--- src/rtl/divider_unit.sv ---
// Multi-cycle radix-2 restoring divider for DIV/DIVU: quotient on o_result_lo,
// remainder on o_result_hi, one quotient bit per cycle, stall via o_busy.
module divider_unit #(
  parameter int WIDTH = 32
) (
  input  logic             i_clock,
  input  logic             i_reset,
  input  logic             i_start,
  input  logic             i_signed_div,
  input  logic [WIDTH-1:0] i_dividend,
  input  logic [WIDTH-1:0] i_divisor,
  input  logic             i_cancel,
  output logic             o_busy,
  output logic             o_ready,
  output logic [WIDTH-1:0] o_result_lo,
  output logic [WIDTH-1:0] o_result_hi
);

  localparam int CW = (WIDTH > 1) ? $clog2(WIDTH) : 1;
  localparam logic [CW-1:0] LAST = CW'(WIDTH - 1);

  typedef enum logic [1:0] {
    S_IDLE     = 2'd0,
    S_DIV_ZERO = 2'd1,
    S_RUNNING  = 2'd2,
    S_DONE     = 2'd3
  } state_t;

  state_t           r_state;
  state_t           w_next;
  logic [WIDTH-1:0] r_quo;
  logic [WIDTH-1:0] r_rem;
  logic [WIDTH-1:0] r_dvs;
  logic [WIDTH-1:0] r_result_lo;
  logic [WIDTH-1:0] r_result_hi;
  logic [CW-1:0]    r_count;
  logic             r_q_neg;
  logic             r_r_neg;
  logic             r_ready;

  logic             w_accept;
  logic             w_div_zero;
  logic [WIDTH:0]   w_partial;
  logic [WIDTH-1:0] w_diff;
  logic             w_neg;
  logic [WIDTH-1:0] w_rem_next;
  logic [WIDTH-1:0] w_quo_next;

  function automatic logic [WIDTH-1:0] f_neg(input logic [WIDTH-1:0] x);
    return ~x + {{(WIDTH-1){1'b0}}, 1'b1};
  endfunction

  function automatic logic [WIDTH-1:0] f_abs(input logic [WIDTH-1:0] x, input logic en);
    return (en && x[WIDTH-1]) ? f_neg(x) : x;
  endfunction

  assign w_div_zero = (i_divisor == {WIDTH{1'b0}});
  assign w_accept   = (r_state == S_IDLE) & i_start & ~i_cancel;

  // Trial subtract; the difference fits WIDTH bits whenever it is kept.
  assign w_partial  = {r_rem, r_quo[WIDTH-1]};
  assign w_neg      = (w_partial < {1'b0, r_dvs});
  assign w_diff     = w_partial[WIDTH-1:0] - r_dvs;
  assign w_rem_next = w_neg ? w_partial[WIDTH-1:0] : w_diff;
  assign w_quo_next = {r_quo[WIDTH-2:0], ~w_neg};

  // Stall starts combinationally in the issue cycle.
  assign o_busy      = ~i_reset & ((r_state == S_RUNNING) | (r_state == S_DIV_ZERO) | w_accept);
  assign o_ready     = r_ready;
  assign o_result_lo = r_result_lo;
  assign o_result_hi = r_result_hi;

  // State register.
  always_ff @(posedge i_clock) begin
    if (i_reset) begin
      r_state <= S_IDLE;
    end else begin
      r_state <= w_next;
    end
  end

  // Next-state logic: cancel beats start, DONE always returns to IDLE.
  always_comb begin
    w_next = r_state;
    case (r_state)
      S_IDLE: begin
        if (i_cancel) begin
          w_next = S_IDLE;
        end else if (i_start) begin
          w_next = w_div_zero ? S_DIV_ZERO : S_RUNNING;
        end else begin
          w_next = S_IDLE;
        end
      end
      S_DIV_ZERO: begin
        w_next = i_cancel ? S_IDLE : S_DONE;
      end
      S_RUNNING: begin
        if (i_cancel) begin
          w_next = S_IDLE;
        end else if (r_count == LAST) begin
          w_next = S_DONE;
        end else begin
          w_next = S_RUNNING;
        end
      end
      S_DONE:  w_next = S_IDLE;
      default: w_next = S_IDLE;
    endcase
  end

  // Operand capture, iteration and result registers.
  always_ff @(posedge i_clock) begin
    if (i_reset) begin
      r_quo       <= {WIDTH{1'b0}};
      r_rem       <= {WIDTH{1'b0}};
      r_dvs       <= {WIDTH{1'b0}};
      r_result_lo <= {WIDTH{1'b0}};
      r_result_hi <= {WIDTH{1'b0}};
      r_count     <= {CW{1'b0}};
      r_q_neg     <= 1'b0;
      r_r_neg     <= 1'b0;
      r_ready     <= 1'b0;
    end else begin
      r_ready <= 1'b0;
      if (!i_cancel) begin
        case (r_state)
          S_IDLE: begin
            if (i_start) begin
              r_rem   <= {WIDTH{1'b0}};
              r_count <= {CW{1'b0}};
              r_dvs   <= f_abs(i_divisor, i_signed_div);
              r_q_neg <= i_signed_div & (i_dividend[WIDTH-1] ^ i_divisor[WIDTH-1]);
              r_r_neg <= i_signed_div & i_dividend[WIDTH-1];
              // A zero divisor reports the raw dividend, so keep it unmodified.
              r_quo   <= w_div_zero ? i_dividend : f_abs(i_dividend, i_signed_div);
            end
          end
          S_DIV_ZERO: begin
            r_result_lo <= {WIDTH{1'b1}};
            r_result_hi <= r_quo;
            r_ready     <= 1'b1;
          end
          S_RUNNING: begin
            r_rem   <= w_rem_next;
            r_quo   <= w_quo_next;
            r_count <= r_count + CW'(1);
            if (r_count == LAST) begin
              r_result_lo <= r_q_neg ? f_neg(w_quo_next) : w_quo_next;
              r_result_hi <= r_r_neg ? f_neg(w_rem_next) : w_rem_next;
              r_ready     <= 1'b1;
            end
          end
          default: begin
          end
        endcase
      end
    end
  end

endmodule

--- config.mk ---
export PLATFORM = sky130hd
export DESIGN_NAME = divider_unit
export DESIGN_NICKNAME = d
export VERILOG_FILES = /design/src/rtl/divider_unit.sv
export SDC_FILE = /design/constraint.sdc
export NUM_CORES = 1
export LEC_CHECK = 0
export BUFFER_PORTS_ARGS = -buffer_cell sky130_fd_sc_hd__buf_2
export CORE_ASPECT_RATIO = 1.4
export CORE_MARGIN = 2
export CORE_UTILIZATION = 45
export DETAILED_ROUTE_END_ITERATION = 6
export PLACE_DENSITY_LB_ADDON = 0.15
export SETUP_SLACK_MARGIN = 0.02
export SKIP_LAST_GASP = 1
export SLEW_MARGIN = 0
export SYNTH_ARGS = -nofsm -noshare
export SYNTH_HDL_FRONTEND = slang
export SYNTH_SLANG_ARGS = --single-unit
export TNS_END_PERCENT = 1
--- constraint.sdc ---
create_clock -name i_clock -period 8.7 [get_ports i_clock]
set_clock_uncertainty 0.15 [all_clocks]
set_input_delay 2.61 -clock i_clock [delete_from_list [all_inputs] [get_ports i_clock]]
set_output_delay 2.61 -clock i_clock [all_outputs]
set_load 0.05 [all_outputs]
# Yosys cells after proc, flatten, opt, wreduce, memory -nomap -nowiden

Index checks and enable logic that the tools add are counted.

RAM bits: 0
Logic and storage cells: 73
Memories: 0
Output and inout bits: 66
Memory bits (read-only): 0
Bits of input ports: 69
Register bits after elaboration: 170
Bits in latches: 0

Bitwise operators: 15
Divide/modulo/power cells: 0
$mul: 0
Order comparisons: 1
Eq/ne operators: 6
$add $sub $neg: 6
Reduce and logical (&&, ||, !) cells: 10
Multiplexer cells: 25
Shifts and indexed selects: 0

Operator list:

| cell                                                                     | count |
|---|---|
| 32-bit two-way mux                                                       | 10 |
| 32-bit one-hot mux with 2 select lines                                   | 4 |
| 32-bit by 1-bit adder with 32-bit output (second input constant)         | 4 |
| 32-bit NOT                                                               | 4 |
| 33-bit by 32-bit less-than comparator with 1-bit output                  | 1 |
| 32-bit zero test                                                         | 1 |
| 32-bit subtractor                                                        | 1 |
| 2-bit two-way mux                                                        | 5 |
| 5-bit one-hot mux with 2 select lines                                    | 1 |
| 3-bit AND reduction                                                      | 3 |
| 2-bit one-hot mux with 4 select lines                                    | 1 |
| 5-bit by 1-bit adder with 5-bit output (second input constant)           | 1 |
| 1-bit AND                                                                | 5 |
| 5-bit == test (second input constant)                                    | 1 |
| 5-bit two-way mux                                                        | 1 |
| 2-bit == test (second input constant)                                    | 2 |
| 2-bit nonzero test                                                       | 2 |
| 1-bit NOT                                                                | 3 |
| 2-bit by 1-bit == test with 1-bit output (second input constant)         | 1 |
| 1-bit logical AND                                                        | 2 |
| 2-bit zero test                                                          | 1 |
| 1-bit two-way mux                                                        | 2 |
| 2-bit by 1-bit inequality test with 1-bit output (second input constant) | 1 |
| 2-bit inequality test (second input constant)                            | 1 |
| other kinds (4)                                                          | 5 |

# Depth between registers and ports, before layout

Word-level depth: 7
Gate-level depth with buffers: 24
Depth with buffers taken out: 18

# Worst setup path after synthesis

OpenSTA, ideal clock, no wires.

Path kind: in2out
From: in i_cancel
To: out o_busy
Arrival time: 4.122 ns
Required time: 5.940 ns
Setup slack: 1.818 ns
Cell stages on the path: 6
Buffers on the path: 2
Path through: inv_1 > and3_1 > clkbuf_1 > buf_1 > nor2_1 > nor2_1

Longest elaborated chain between the ends: 4

RTL lines:

| what                       | RTL line | text |
|---|---|---|
| from (decl)                | 12       | `input logic i_cancel,` |
| 1-bit NOT (no source line) | -        |  |
| 1-bit AND                  | 58       | `assign w_accept = (r_state == S_IDLE) & i_start & ~i_cancel;` |
| 1-bit OR                   | 68       | `assign o_busy = ~i_reset & ((r_state == S_RUNNING) \| (r_state == S_DIV_ZERO) \| w_accept);` |
| 1-bit AND                  | 68       |  |
| to (decl)                  | 13       | `output logic o_busy,` |

Every way passes these cells.

# Worst setup path in the final report

Same ends and word-level chain as after synthesis.

==> results.ini <==
[status]
outcome=finished with violations
violations=DRC

[clock_network]
root_buffer=clkbuf_16
numCtsBuffers=17
cts_resized=0
cts_max_path_buffers=2
path_clk_slew_ps=60
clk_latency_ps=450
clock_sinks=170
post_cts_buffers=0
cts_hold_buf=0
cts_tree=yes
cts.htree.levels=4

[power_and_ir_drop]
p_int_mw=1.41
p_sw_share_pct=30.5
power_density_mw_per_mm2=155
p_sw_mw=0.618
power_frac_clock_pct=41.3
p_leak_nw=5.09
seq_power_share_pct=40.9
pwr-share-comb_pct=17.8
ir_worst_vdd_mv=0.133
total_power_mw=2.03

[synth]
synth_flop_cell=dfxtp_1
syn_area_per_cell_um2=7.37
muxShareOfSynthArea_pct=2.25
synth_area_mm2=0.0117
syn_inst=1582
syn_nets=1693
synth_top_family_by_area=compound AO/OA/AOI/OAI gates
yosysUniqueCellTypes=85
yosysWarnings=0
synth-edff-count=0
yosys.area_share.adder_pct=4.57
synth_compound_area_share_pct=26.9
synth_seq_cells=170
synth-xor-area-share_pct=9.39
yosys.area_share.simple_pct=22.4
synthArstFlopShare_pct=0
yosysSeqAreaShare_pct=29.2

[finish]
antenna_cells=0
final_nets=1753
final_common_cell=nand2_1
final_cell_mix=182 x nand2_1, 181 x nor2_1, 170 x dfxtp_1
fin_util_pct=51.3
drive_gt1_share_pct=12.8
syn2layout_area_growth_pct=12.1

[floorplanning]
dieWidth_um=140
die_area_mm2=0.0272
io-pin-count=135
start_util_pct=45.8
rows=69
die_h_um=194
coreArea_mm2=0.0255

[global_route]
grt_max_degree=84
overflow=0
grt.total_usage_pct=27.9
antenna_found_initial=0
first_global_vias=11242
grt_pass1_wl_um=60400

[routing]
finalWirelength_um=38200
drcViolationCount=14
firstDrtPassIters=7
ant_nets=0
routedWlPerCell_um=19.3
via_per_inst=5.97
vias=11794
drtIter0Drc=755

[setup_path]
startpoint_type=primary input
max_stage_delay_ps=490
path_max_fanout=66
cp_slowest_cell=buf_4
cp_cell_sequence=buf_2 > inv_1 > and3_2 > buf_4 > nor2_1 > nor2_1 > buf_2
crit_arrival_ps=3960
end_kind=primary output
cp.required_ps=5940
critPathKind=primary input to primary output

[sta]
drv_slew=0
fin_tns_setup_ps=0
tightest_slew_ps=1250
max_freq_mhz=149
layout_setup_ws_ps=1980
period_share_pct=77.2
setup_violations=0
rsz0062_at_grt=false
finalHoldViolations=0
min_period_ps=6720
maxSlewHeadroom_pct=16.3

[placement]
pre_cts_ws_ps=2000
port_buffers=134
globalplace.congestion=0.907
hpwl_um=29000

[min_path]
hold_path_class=flop to flop

[run]
max_cap_viol_count=0

-- per-layer routing --
layer	global-route usage [%]	vias up	share of wire, %
met3	3.72	80	4.2
met2	51.4	347	51
met1	31.7	5542	40
met4	13.1	0	4.7
li1	-	5825	-
met5	0	-	0
-- power groups by stage --
stage / Clock (mW) / Combinational, mW / Sequential [mW]
2_1_floorplan: 0 / 0.263 / 0.826
3_3_place_gp: 0 / 0.356 / 0.847
3_5_place_dp: 0 / 0.358 / 0.847
4_1_cts: 0.845 / 0.360 / 0.829
5_1_grt: 0.878 / 0.400 / 0.831
6_report: 0.837 / 0.361 / 0.830
-- Yosys cell counts, drive strengths merged (28+ instances only) --
| master | instances | area (µm²) |
|---|---|---|
| ha | 41 | 513 |
| dfxtp | 170 | 3400 |
| o21ai | 119 | 596 |
| xor2 | 82 | 718 |
| nand2 | 182 | 683 |
| clkbuf | 92 | 347 |
| a21oi | 152 | 761 |
| xnor2 | 43 | 377 |
| nor2 | 185 | 697 |
| nor3 | 31 | 155 |
| nand3 | 32 | 160 |
| inv | 53 | 199 |
| a31oi | 31 | 194 |
| or3 | 28 | 175 |
| a211oi | 50 | 380 |
| o31ai | 28 | 215 |
-- kinds of logic (layout without fill, tap and decap cells) --
| group | count (synthesis) | in the layout |
|---|---|---|
| buf+inv | 160 | 233 |
| mux | 26 | 26 |
| fa+ha+maj | 42 | 42 |
| compound gates | 498 | 498 |
| flops | 170 | 170 |
| simple gates | 561 | 561 |
| xor+xnor | 125 | 125 |
-- cell type report --
| class | instances | area, µm² |
|---|---|---|
| timing repair buffer | 148 | 778 |
| tap | 319 | 399 |
| clock inverter | 15 | 210 |
| sequential | 170 | 3400 |
| inverter | 53 | 199 |
| clock buffer | 17 | 425 |
| fill | 2533 | 12400 |
| multi-input combinational | 1252 | 7650 |
-- worst max-delay path, delay by kind of cell --
kind | cells | cell delay [ps]
buffers and inverters | 4 | 980
and+or+nand+nor | 3 | 370
-- registers in the layout, indices dropped and copies added (netlist names) --
name         count
r_state          2
r_rem           32
r_count          5
o_ready          1
r_q_neg          1
o_result_lo     32
r_r_neg          1
o_result_hi     32
r_quo           32
r_dvs           32
-- final timing paths --
path | start | endpoint | slack, ps | cells past startpoint
min reg2reg | r_dvs[31] | r_dvs[31] | 310 | 2
min | r_dvs[31] | r_dvs[31] | 310 | 2
max | i_cancel | o_busy | 1980 | 7
max reg2reg | r_dvs[15] | o_result_hi[30] | 2630 | 17
-- through the flow --
stage	instance area (µm²)	std cells	hold slack, ps
2_1_floorplan	11700	1582	282
6_report	13100	1974	309
3_3_place_gp	12400	1942	294
5_1_grt	13100	1974	332
4_1_cts	13100	1974	311
3_5_place_dp	12400	1942	302
No activity file was read; power rests on OpenSTA's default activity.
